===== src/rtl/router_pkg.sv =====
// Shared router definitions: default packet width and the source identifiers
// used by the x+ port arbiter.
package router_pkg;

    localparam int DATA_W = 82;

    typedef enum logic {
        SRC_TRANSIT = 1'b0,
        SRC_INJECT  = 1'b1
    } src_e;

endpackage


===== src/rtl/xpos_arb_fifo.sv =====
// Single-clock source FIFO for the x+ arbiter. The head is read combinationally
// and the full flag depends only on registered pointers.
module xpos_arb_fifo
    import router_pkg::*;
#(
    parameter int DATA_W     = router_pkg::DATA_W,
    parameter int FIFO_DEPTH = 4
) (
    input  logic              clk,
    input  logic              rst,
    input  logic              push,
    input  logic              pop,
    input  logic [DATA_W-1:0] din,
    output logic [DATA_W-1:0] dout,
    output logic              full,
    output logic              empty
);

    localparam int AW = $clog2(FIFO_DEPTH);

    logic [DATA_W-1:0] r_mem [FIFO_DEPTH];
    logic [AW:0]       r_wr_ptr;
    logic [AW:0]       r_rd_ptr;
    logic              w_do_push;
    logic              w_do_pop;

    // The extra MSB on each pointer separates a full FIFO from an empty one.
    assign full      = (r_wr_ptr[AW] != r_rd_ptr[AW]) &&
                       (r_wr_ptr[AW-1:0] == r_rd_ptr[AW-1:0]);
    assign empty     = (r_wr_ptr == r_rd_ptr);
    assign w_do_push = push && !full;
    assign w_do_pop  = pop && !empty;
    assign dout      = r_mem[r_rd_ptr[AW-1:0]];

    always_ff @(posedge clk or negedge rst) begin
        if (!rst) begin
            r_wr_ptr <= '0;
            r_rd_ptr <= '0;
        end else begin
            if (w_do_push) r_wr_ptr <= r_wr_ptr + 1'b1;
            if (w_do_pop)  r_rd_ptr <= r_rd_ptr + 1'b1;
        end
    end

    always_ff @(posedge clk) begin
        if (w_do_push) r_mem[r_wr_ptr[AW-1:0]] <= din;
    end

endmodule


===== src/rtl/xpos_port_arbiter.sv =====
// x+ output port: transit and inject FIFOs feed one registered output stage
// through a two-way round-robin arbiter, with saturating per-source grant counts.
module xpos_port_arbiter
    import router_pkg::*;
#(
    parameter int DATA_W     = router_pkg::DATA_W,
    parameter int FIFO_DEPTH = 4,
    parameter int CNT_W      = 16
) (
    input  logic              clk,
    input  logic              rst,
    input  logic [DATA_W-1:0] in_xpos,
    input  logic              in_xpos_valid,
    output logic              in_xpos_ready,
    input  logic [DATA_W-1:0] inject_xpos,
    input  logic              inject_xpos_valid,
    output logic              inject_xpos_ready,
    output logic [DATA_W-1:0] out_xpos,
    output logic              out_xpos_valid,
    input  logic              out_xpos_ready,
    output logic [CNT_W-1:0]  grant_cnt_transit,
    output logic [CNT_W-1:0]  grant_cnt_inject
);

    logic [DATA_W-1:0] w_t_head;
    logic [DATA_W-1:0] w_i_head;
    logic              w_t_full;
    logic              w_t_empty;
    logic              w_i_full;
    logic              w_i_empty;
    logic              w_load_en;
    logic              w_any;
    logic              w_pop_t;
    logic              w_pop_i;
    src_e              w_grant;

    src_e              r_rr_last;
    logic [DATA_W-1:0] r_out_p1;
    logic              r_vld_p1;
    logic [CNT_W-1:0]  r_cnt_t;
    logic [CNT_W-1:0]  r_cnt_i;

    function automatic logic [CNT_W-1:0] sat_inc(input logic [CNT_W-1:0] v);
        return (&v) ? v : v + {{(CNT_W-1){1'b0}}, 1'b1};
    endfunction

    // Stage p0: per-source buffering
    xpos_arb_fifo #(.DATA_W(DATA_W), .FIFO_DEPTH(FIFO_DEPTH)) u_fifo_transit (
        .clk(clk), .rst(rst), .push(in_xpos_valid), .pop(w_pop_t), .din(in_xpos),
        .dout(w_t_head), .full(w_t_full), .empty(w_t_empty)
    );

    xpos_arb_fifo #(.DATA_W(DATA_W), .FIFO_DEPTH(FIFO_DEPTH)) u_fifo_inject (
        .clk(clk), .rst(rst), .push(inject_xpos_valid), .pop(w_pop_i), .din(inject_xpos),
        .dout(w_i_head), .full(w_i_full), .empty(w_i_empty)
    );

    assign in_xpos_ready     = !w_t_full;
    assign inject_xpos_ready = !w_i_full;

    assign w_load_en = !r_vld_p1 || out_xpos_ready;
    assign w_any     = !w_t_empty || !w_i_empty;
    assign w_pop_t   = w_load_en && w_any && (w_grant == SRC_TRANSIT);
    assign w_pop_i   = w_load_en && w_any && (w_grant == SRC_INJECT);

    always_comb begin
        w_grant = SRC_TRANSIT;
        if (!w_t_empty && !w_i_empty)
            w_grant = (r_rr_last == SRC_TRANSIT) ? SRC_INJECT : SRC_TRANSIT;
        else if (w_t_empty)
            w_grant = SRC_INJECT;
    end

    // Stage p1: registered output, arbiter history and grant counters
    always_ff @(posedge clk or negedge rst) begin
        if (!rst) begin
            r_out_p1  <= '0;
            r_vld_p1  <= 1'b0;
            r_rr_last <= SRC_INJECT;
            r_cnt_t   <= '0;
            r_cnt_i   <= '0;
        end else if (w_load_en) begin
            if (w_any) begin
                r_out_p1  <= (w_grant == SRC_TRANSIT) ? w_t_head : w_i_head;
                r_vld_p1  <= 1'b1;
                r_rr_last <= w_grant;
                if (w_pop_t) r_cnt_t <= sat_inc(r_cnt_t);
                if (w_pop_i) r_cnt_i <= sat_inc(r_cnt_i);
            end else begin
                r_vld_p1  <= 1'b0;
            end
        end
    end

    assign out_xpos          = r_out_p1;
    assign out_xpos_valid    = r_vld_p1;
    assign grant_cnt_transit = r_cnt_t;
    assign grant_cnt_inject  = r_cnt_i;

endmodule

===== config.mk =====
export PLATFORM = sky130hd
export DESIGN_NAME = xpos_port_arbiter
export DESIGN_NICKNAME = d
export VERILOG_FILES = /design/src/rtl/router_pkg.sv /design/src/rtl/xpos_arb_fifo.sv /design/src/rtl/xpos_port_arbiter.sv
export SDC_FILE = /design/constraint.sdc
export NUM_CORES = 1
export LEC_CHECK = 0
export BUFFER_PORTS_ARGS = -buffer_cell sky130_fd_sc_hd__buf_2
export CAP_MARGIN = 30
export CELL_PAD_IN_SITES_DETAIL_PLACEMENT = 1
export CELL_PAD_IN_SITES_GLOBAL_PLACEMENT = 1
export CORE_ASPECT_RATIO = 1.75
export CORE_MARGIN = 10
export CORE_UTILIZATION = 40
export CTS_BUF_LIST = sky130_fd_sc_hd__clkbuf_16
export DETAILED_ROUTE_END_ITERATION = 7
export MAX_ROUTING_LAYER = met4
export PLACE_DENSITY = 0.76
export SETUP_SLACK_MARGIN = 0.05
export SLEW_MARGIN = 0
export SYNTH_ARGS = -nofsm -noshare
export SYNTH_HDL_FRONTEND = slang
export SYNTH_SLANG_ARGS = --single-unit
export TNS_END_PERCENT = 50

===== constraint.sdc =====
create_clock -name clk -period 4.45 [get_ports clk]
set_input_delay 0.445 -clock clk [delete_from_list [all_inputs] [get_ports clk]]
set_output_delay 0.445 -clock clk [all_outputs]
set_load 0.1 [all_outputs]

* Word level (Yosys, flattened, before mapping)
Memories as Yosys holds them, arrays and structs flattened.
Cells that the tools add are included.
Widths: inputs -> output; s select.
** Word-level totals
- Output and inout bits :: 117
- Input bits :: 169
- Logic and storage cells :: 57
- Flip-flop bits (word level) :: 128
- Memories kept :: 2
- Memory bits (writable) :: 656
** Memories
- u_fifo_inject.r_mem :: words 4, width 82, read ports 1, clocked after Yosys merged registers in 0, wr ports 1, line xpos_arb_fifo.sv:21 : logic [DATA_W-1:0] r_mem [FIFO_DEPTH];
- u_fifo_transit.r_mem :: words 4, width 82, read ports 1, clocked after Yosys merged registers in 0, wr ports 1, line xpos_arb_fifo.sv:21
** Operators by class
- Reduce and logical (&&, ||, !) cells :: 22
- Equal/unequal tests :: 6
- Add/subtract/negate cells :: 6
- Mux-type cells :: 9
- Bitwise gates (word level) :: 3
** Operators with widths (count)
- $mux 82 :: 1
- $add 16x1->16 const B :: 2
- $reduce_and 16->1 :: 2
- $add 3x1->3 const B :: 4
- $logic_and 1x1->1 :: 10
- $mux 1 :: 8
- $reduce_and 4->1 :: 2
- $eq 3x3->1 :: 2
- $logic_not 1->1 :: 5
- $eq 2x2->1 :: 2
- $not 1->1 :: 3
- $logic_or 1x1->1 :: 2
- $ne 1x1->1 :: 2
- $reduce_and 2->1 :: 1

* Longest topological paths before layout
- Word-level depth :: 7
- Depth in mapped cells :: 7
- Gate-level depth less buffers :: 6

* By module
Synthesis repeated with hierarchy kept, for this count alone.
** Unflattened totals
- Cells, all modules :: 1394
- Area total of the unflattened synthesis :: 29672.2 um^2
** By module, submodules not included
- xpos_arb_fifo :: area each 12316.8 um^2, sequential area each 9999.6 um^2, times used 2, cells each 478
- xpos_port_arbiter :: area each 5038.6 um^2, sequential area each 2904.0 um^2, times used 1, cells each 438

* Worst setup path before layout
No wires, ideal clock.
- Path type :: register to register
- Start :: reg u_fifo_inject.r_wr_ptr[0]
- End :: mem u_fifo_inject.r_mem[3][0], enable pin
- Arrival :: 3.640 ns
- Period minus slack after synthesis :: 4.091 ns
- Setup slack :: 0.359 ns
- Buffers on the path :: 0
- Stages on the path, launching flop included :: 5
- Setup time :: 0.451 ns
- Data required time :: 3.999 ns
- Path through :: dfrtp_1 -> xor2_1 -> nor2_1 -> nand2_1 -> and3_1
** On the way
- Word-level cells in the longest chain between the ends :: 6
** Ends and longest elaborated chain
- start, declared :: line xpos_arb_fifo.sv:22 : logic [AW:0] r_wr_ptr;
- start signal, assigned :: line xpos_arb_fifo.sv:40 : if (w_do_push) r_wr_ptr <= r_wr_ptr + 1'b1;
- $eq 2x2->1 :: line xpos_arb_fifo.sv:29 : (r_wr_ptr[AW-1:0] == r_rd_ptr[AW-1:0]);
- $logic_and 1x1->1 :: line xpos_arb_fifo.sv:28 : assign full = (r_wr_ptr[AW] != r_rd_ptr[AW]) &&
- $logic_not 1->1
- named net inject_xpos_ready :: line xpos_port_arbiter.sv:17 : output logic inject_xpos_ready,
- $logic_and 1x1->1 :: line xpos_arb_fifo.sv:31 : assign w_do_push = push && !full;
- $mux 1 :: line xpos_arb_fifo.sv:46 : if (w_do_push) r_mem[r_wr_ptr[AW-1:0]] <= din;
- $mux 1 (implied by the code) :: line xpos_arb_fifo.sv:46
- end, declared :: line xpos_arb_fifo.sv:21
The timed path passes the listed nets, and every way through them passes these cells.

* Worst setup path in the final report
- Start :: reg u_fifo_transit.r_rd_ptr[0]
- End :: reg r_out_p1[43] (netlist: out_xpos[43])
** On the way
- Word-level cells in the longest chain between the ends :: 5
- Elaborated cells on any way between the ends :: 9
- Those cells by class :: eq/ne (1); mux (3); reduce/logical (4); memory (1)
** Ends and longest elaborated chain
- start, declared :: line xpos_arb_fifo.sv:23 : logic [AW:0] r_rd_ptr;
- start signal, assigned :: line xpos_arb_fifo.sv:41 : if (w_do_pop) r_rd_ptr <= r_rd_ptr + 1'b1;
- $eq 3x3->1 :: line xpos_arb_fifo.sv:30 : assign empty = (r_wr_ptr == r_rd_ptr);
- $logic_not 1->1 :: line xpos_port_arbiter.sv:62, xpos_port_arbiter.sv:68
- $logic_and 1x1->1 :: line xpos_port_arbiter.sv:68 : if (!w_t_empty && !w_i_empty)
- $mux 1 :: line xpos_port_arbiter.sv:68
- $mux 82 :: line xpos_port_arbiter.sv:84 : r_out_p1 <= (w_grant == SRC_TRANSIT) ? w_t_head : w_i_head;
- end signal, assigned :: line xpos_port_arbiter.sv:84
- end, declared :: line xpos_port_arbiter.sv:38 : logic [DATA_W-1:0] r_out_p1;
Several ways; a longest one is shown, not always the timed one.
A chain may end at the register's enable or synchronous reset.

==> results.py <==
metrics = {
    "outcome": {
        "status": "finished, final reports clean",
    },
    "drt": {
        "routedWlPerCell_um": 28.2,
        "detailedRoute.firstIterationViolations": 1389,
        "route.vias.total": 15000,
        "wl_mm": 76.8,
        "drc_errors": 0,
        "antenna_violating_nets_remaining": 0,
        "dr.pass1.iters": 7,
        "detail_route.vias_per_cell": 5.51,
    },
    "sta": {
        "grt_setup_unrepaired": "no",
        "timing_worst_slew_pin_value_ns": 0.911,
        "maxClockFrequency_ghz": 0.315,
        "holdWs_ns": 0.0419,
        "setup_viol_count_final": 0,
        "finalHoldViolCount": 0,
        "skew_ns": 0.0138,
        "relSlewSlack": 0.393,
        "timing.final.crit_period_ns": 3.18,
        "timing.final.crit_share": 0.714,
        "tns_ns": 0,
        "maxSlewViolCount": 0,
    },
    "job": {
        "cap_viol_max_count": 0,
    },
    "cts": {
        "cts_sink_cnt": 784,
        "cts_tree": "built",
        "clk_transition_reported_paths_ns": 0.06,
        "htree_levels": 3,
        "clock_tree.root_cell": "clkbuf_16",
        "cts-root-to-sink-buffers": 3,
        "ctsResizeCount": 0,
        "insertion_delay_ns": 0.62,
        "num_cts_buffers": 74,
    },
    "synth": {
        "post_synth_instance_area_sq_um": 29300,
        "yosys-top-cells-count": "656 x edfxtp_1, 164 x mux4_2, 127 x dfrtp_1, 87 x inv_1, 82 x a222oi_1",
        "sequential_share_of_the_synthesized_area": 0.782,
        "synthTopCellsByArea": "edfxtp_1 67%, mux4_2 13%, dfrtp_1 11%",
        "post-synth-top-area-cell": "edfxtp_1",
        "synth-seq-cells": 784,
        "synth_fp_nets": 1531,
        "synthesis.yosys.warnings": 0,
        "post_synth.cell_area_avg_sq_um": 21.7,
        "main_flop_type_after_synthesis": "edfxtp_1",
        "synth-edff-count": 656,
        "most_used_standard_cell_by_instance_count_after_synthesis": "edfxtp_1",
        "yosys.cell_types.count": 44,
        "synthCells": 1350,
        "share_of_the_synthesized_area_in_the_top_cell_type": 0.672,
        "share_of_synthesized_registers_carrying_an_async_set_or_reset": 0.163,
    },
    "power_and_ir_drop": {
        "seq_power_share": 0.403,
        "pwr-share-comb": 0.365,
        "vdd.ir_drop.worst_v": 0.000602,
        "power.density_cell_area_nw_per_um2": 782,
        "p_clk_frac": 0.232,
        "switching_share": 0.393,
        "power.leakage_nw": 12.5,
        "power.net_switching_w": 0.0107,
        "cellInternalPower_w": 0.0165,
    },
    "setup_path": {
        "setup.worst_path.start_class": "flop",
        "worst_path_largest_cell_delay_ns": 0.72,
        "critPathCaptureType": "flop",
        "path_class": "reg -> reg",
        "crit_buf_inv": 2,
        "critical-path-top-delay-family": "compound AO/OA/AOI/OAI gates",
        "crit_fanout": 52,
        "worst-endpoint-arrival_ns": 3.72,
        "path_cells": "xnor2_1 -> nand3b_2 -> a211oi_4 -> buf_4 -> a222oi_1 -> inv_1",
        "worst-endpoint-required_ns": 4.99,
        "worst_path_max_delay_cell": "buf_4",
    },
    "floorplan": {
        "floorplan.io_pins": 286,
        "die_x_um": 225,
        "core.rowCount": 131,
        "fp.coreArea_sq_um": 72800,
        "die-height_um": 378,
        "floorplan_die_area_sq_um": 84900,
        "initial_core_util": 0.403,
    },
    "global_route": {
        "global_route.overflow_total": 0,
        "grtUsageTotal": 0.186,
        "antenna_found_initial": 37,
        "grt_start_max_net_pins": 84,
        "grt_first_pass_wirelength_mm": 112,
        "first_global_vias": 16700,
    },
    "final_layout": {
        "fraction_of_final_layout_cells_with_drive_strength_greater_than_1": 0.352,
        "fillerInstances": 6729,
        "design.final.nets": 1875,
        "areaGrowthSynthToFinish_pct": 18.7,
    },
    "place": {
        "gpl.final_weighted_congestion": 0.782,
        "estimated_wirelength_of_the_detail_placed_design_mm": 49.7,
        "numPortBuffers": 285,
    },
    "worst_hold_path": {
        "min_path_type": "in -> reg",
    },
}
final timing paths:
check | startpoint | to | slack [ns] | cells past startpoint
min in group asynchronous | rst | grant_cnt_inject[0] | 0.47 | 2
hold / removal | inject_xpos[61] | u_fifo_inject.r_mem[2][61] | 0.04 | 1
setup / recovery | u_fifo_transit.r_rd_ptr[0] | out_xpos[43] | 1.27 | 6
setup reg to reg | u_fifo_transit.r_rd_ptr[0] | out_xpos[43] | 1.27 | 6
max in group asynchronous | rst | out_xpos[33] | 2.94 | 3
hold reg to reg | grant_cnt_transit[5] | grant_cnt_transit[5] | 0.50 | 1
cell usage in the layout, fill, tap and decap left out, types with 9 or more instances in the layout:
master | Yosys | layout
edfxtp_1 | 656 | 656
buf_2 | 43 | 284
mux4_2 | 164 | 164
dfrtp_1 | 127 | 123
inv_1 | 87 | 99
a222oi_1 | 82 | 82
clkbuf_16 | 0 | 79
diode_2 | 0 | 31
xnor2_1 | 23 | 23
nand2_1 | 22 | 22
dlygate4sd3_1 | 0 | 21
nand3_1 | 15 | 15
clkinv_1 | 0 | 15
xor2_1 | 14 | 14
nand4_1 | 13 | 13
clkinv_2 | 0 | 13
buf_12 | 0 | 13
buf_4 | 1 | 13
ha_1 | 12 | 12
nor3_1 | 9 | 9
area by class of cell:
type / instances / area (sq um) / area share
well taps: 931 / 1160 / 0.0335
inverters: 87 / 327 / 0.00939
repair buffers: 334 / 2060 / 0.0591
flip-flops and latches: 784 / 22900 / 0.659
multi-input cells: 413 / 5830 / 0.168
diodes: 31 / 77.6 / 0.00223
clock buffers: 79 / 1980 / 0.0568
clock inverters: 58 / 445 / 0.0128
logic make-up (layout without fill, tap and decap cells):
family | count (synthesis) | in the layout | synth area share
buffers and inverters | 153 | 558 | 0.0218
and+or+nand+nor | 98 | 98 | 0.0188
muxes | 172 | 172 | 0.129
other | 0 | 31 | 0
adders and majority gates | 12 | 12 | 0.00512
AOI/OAI and AO/OA | 92 | 92 | 0.0315
DFF | 784 | 784 | 0.782
xor gates and xnor gates | 39 | 39 | 0.0122
state kept, by name, summed over array words and instances, names as in the netlist:
signal	count
u_fifo_inject.r_rd_ptr	3
out_xpos_valid	1
out_xpos	82
u_fifo_transit.r_rd_ptr	3
u_fifo_transit.r_wr_ptr	3
u_fifo_inject.r_mem	328
grant_cnt_inject	16
u_fifo_inject.r_wr_ptr	3
grant_cnt_transit	16
u_fifo_transit.r_mem	328
r_rr_last	1
timing repair:
item | 4_1_cts | 5_1_grt
hold endpoints to repair | 146 | 0
hold buffers | 21 | 0
buffers inserted | 0 | 0
routing by layer:
metal	share of wire	vias up	global-route usage
met2	0.52	538	0.310
met1	0.38	7987	0.211
met5	0	-	-
li1	-	6317	-
met3	0.068	124	0.0456
met4	0.030	0	0.0797
worst reg2reg max path: stages (launching register included):
cell and delay (ns):
dfrtp_4 0.71, xnor2_1 0.35, nand3b_2 0.26, a211oi_4 0.71, buf_4 0.73, a222oi_1 0.23, inv_1 0.11
per-stage QoR:
stage                      util  area [sq um]  setup slack (ns)  total power (W)  std cells
after floorplan               -         29300             0.359           0.0182       1350
after global placement    0.439         31900              1.33           0.0207       2522
after detailed placement  0.440         32000              1.29           0.0212       2525
after CTS                 0.476         34700              1.25           0.0275       2683
after global routing      0.478         34800              1.05           0.0284       2717
final                     0.478         34800              1.27           0.0272       2717
power by group through the flow:
stage	clock, W	combinational, W	sequential (W)
global placement	0	0.00971	0.0110
floorplan	0	0.00449	0.0137
global route	0.00677	0.0105	0.0111
detailed placement	0	0.0100	0.0111
CTS	0.00646	0.0101	0.0110
finish	0.00630	0.00994	0.0110
Power figures use the tool's default switching activity.
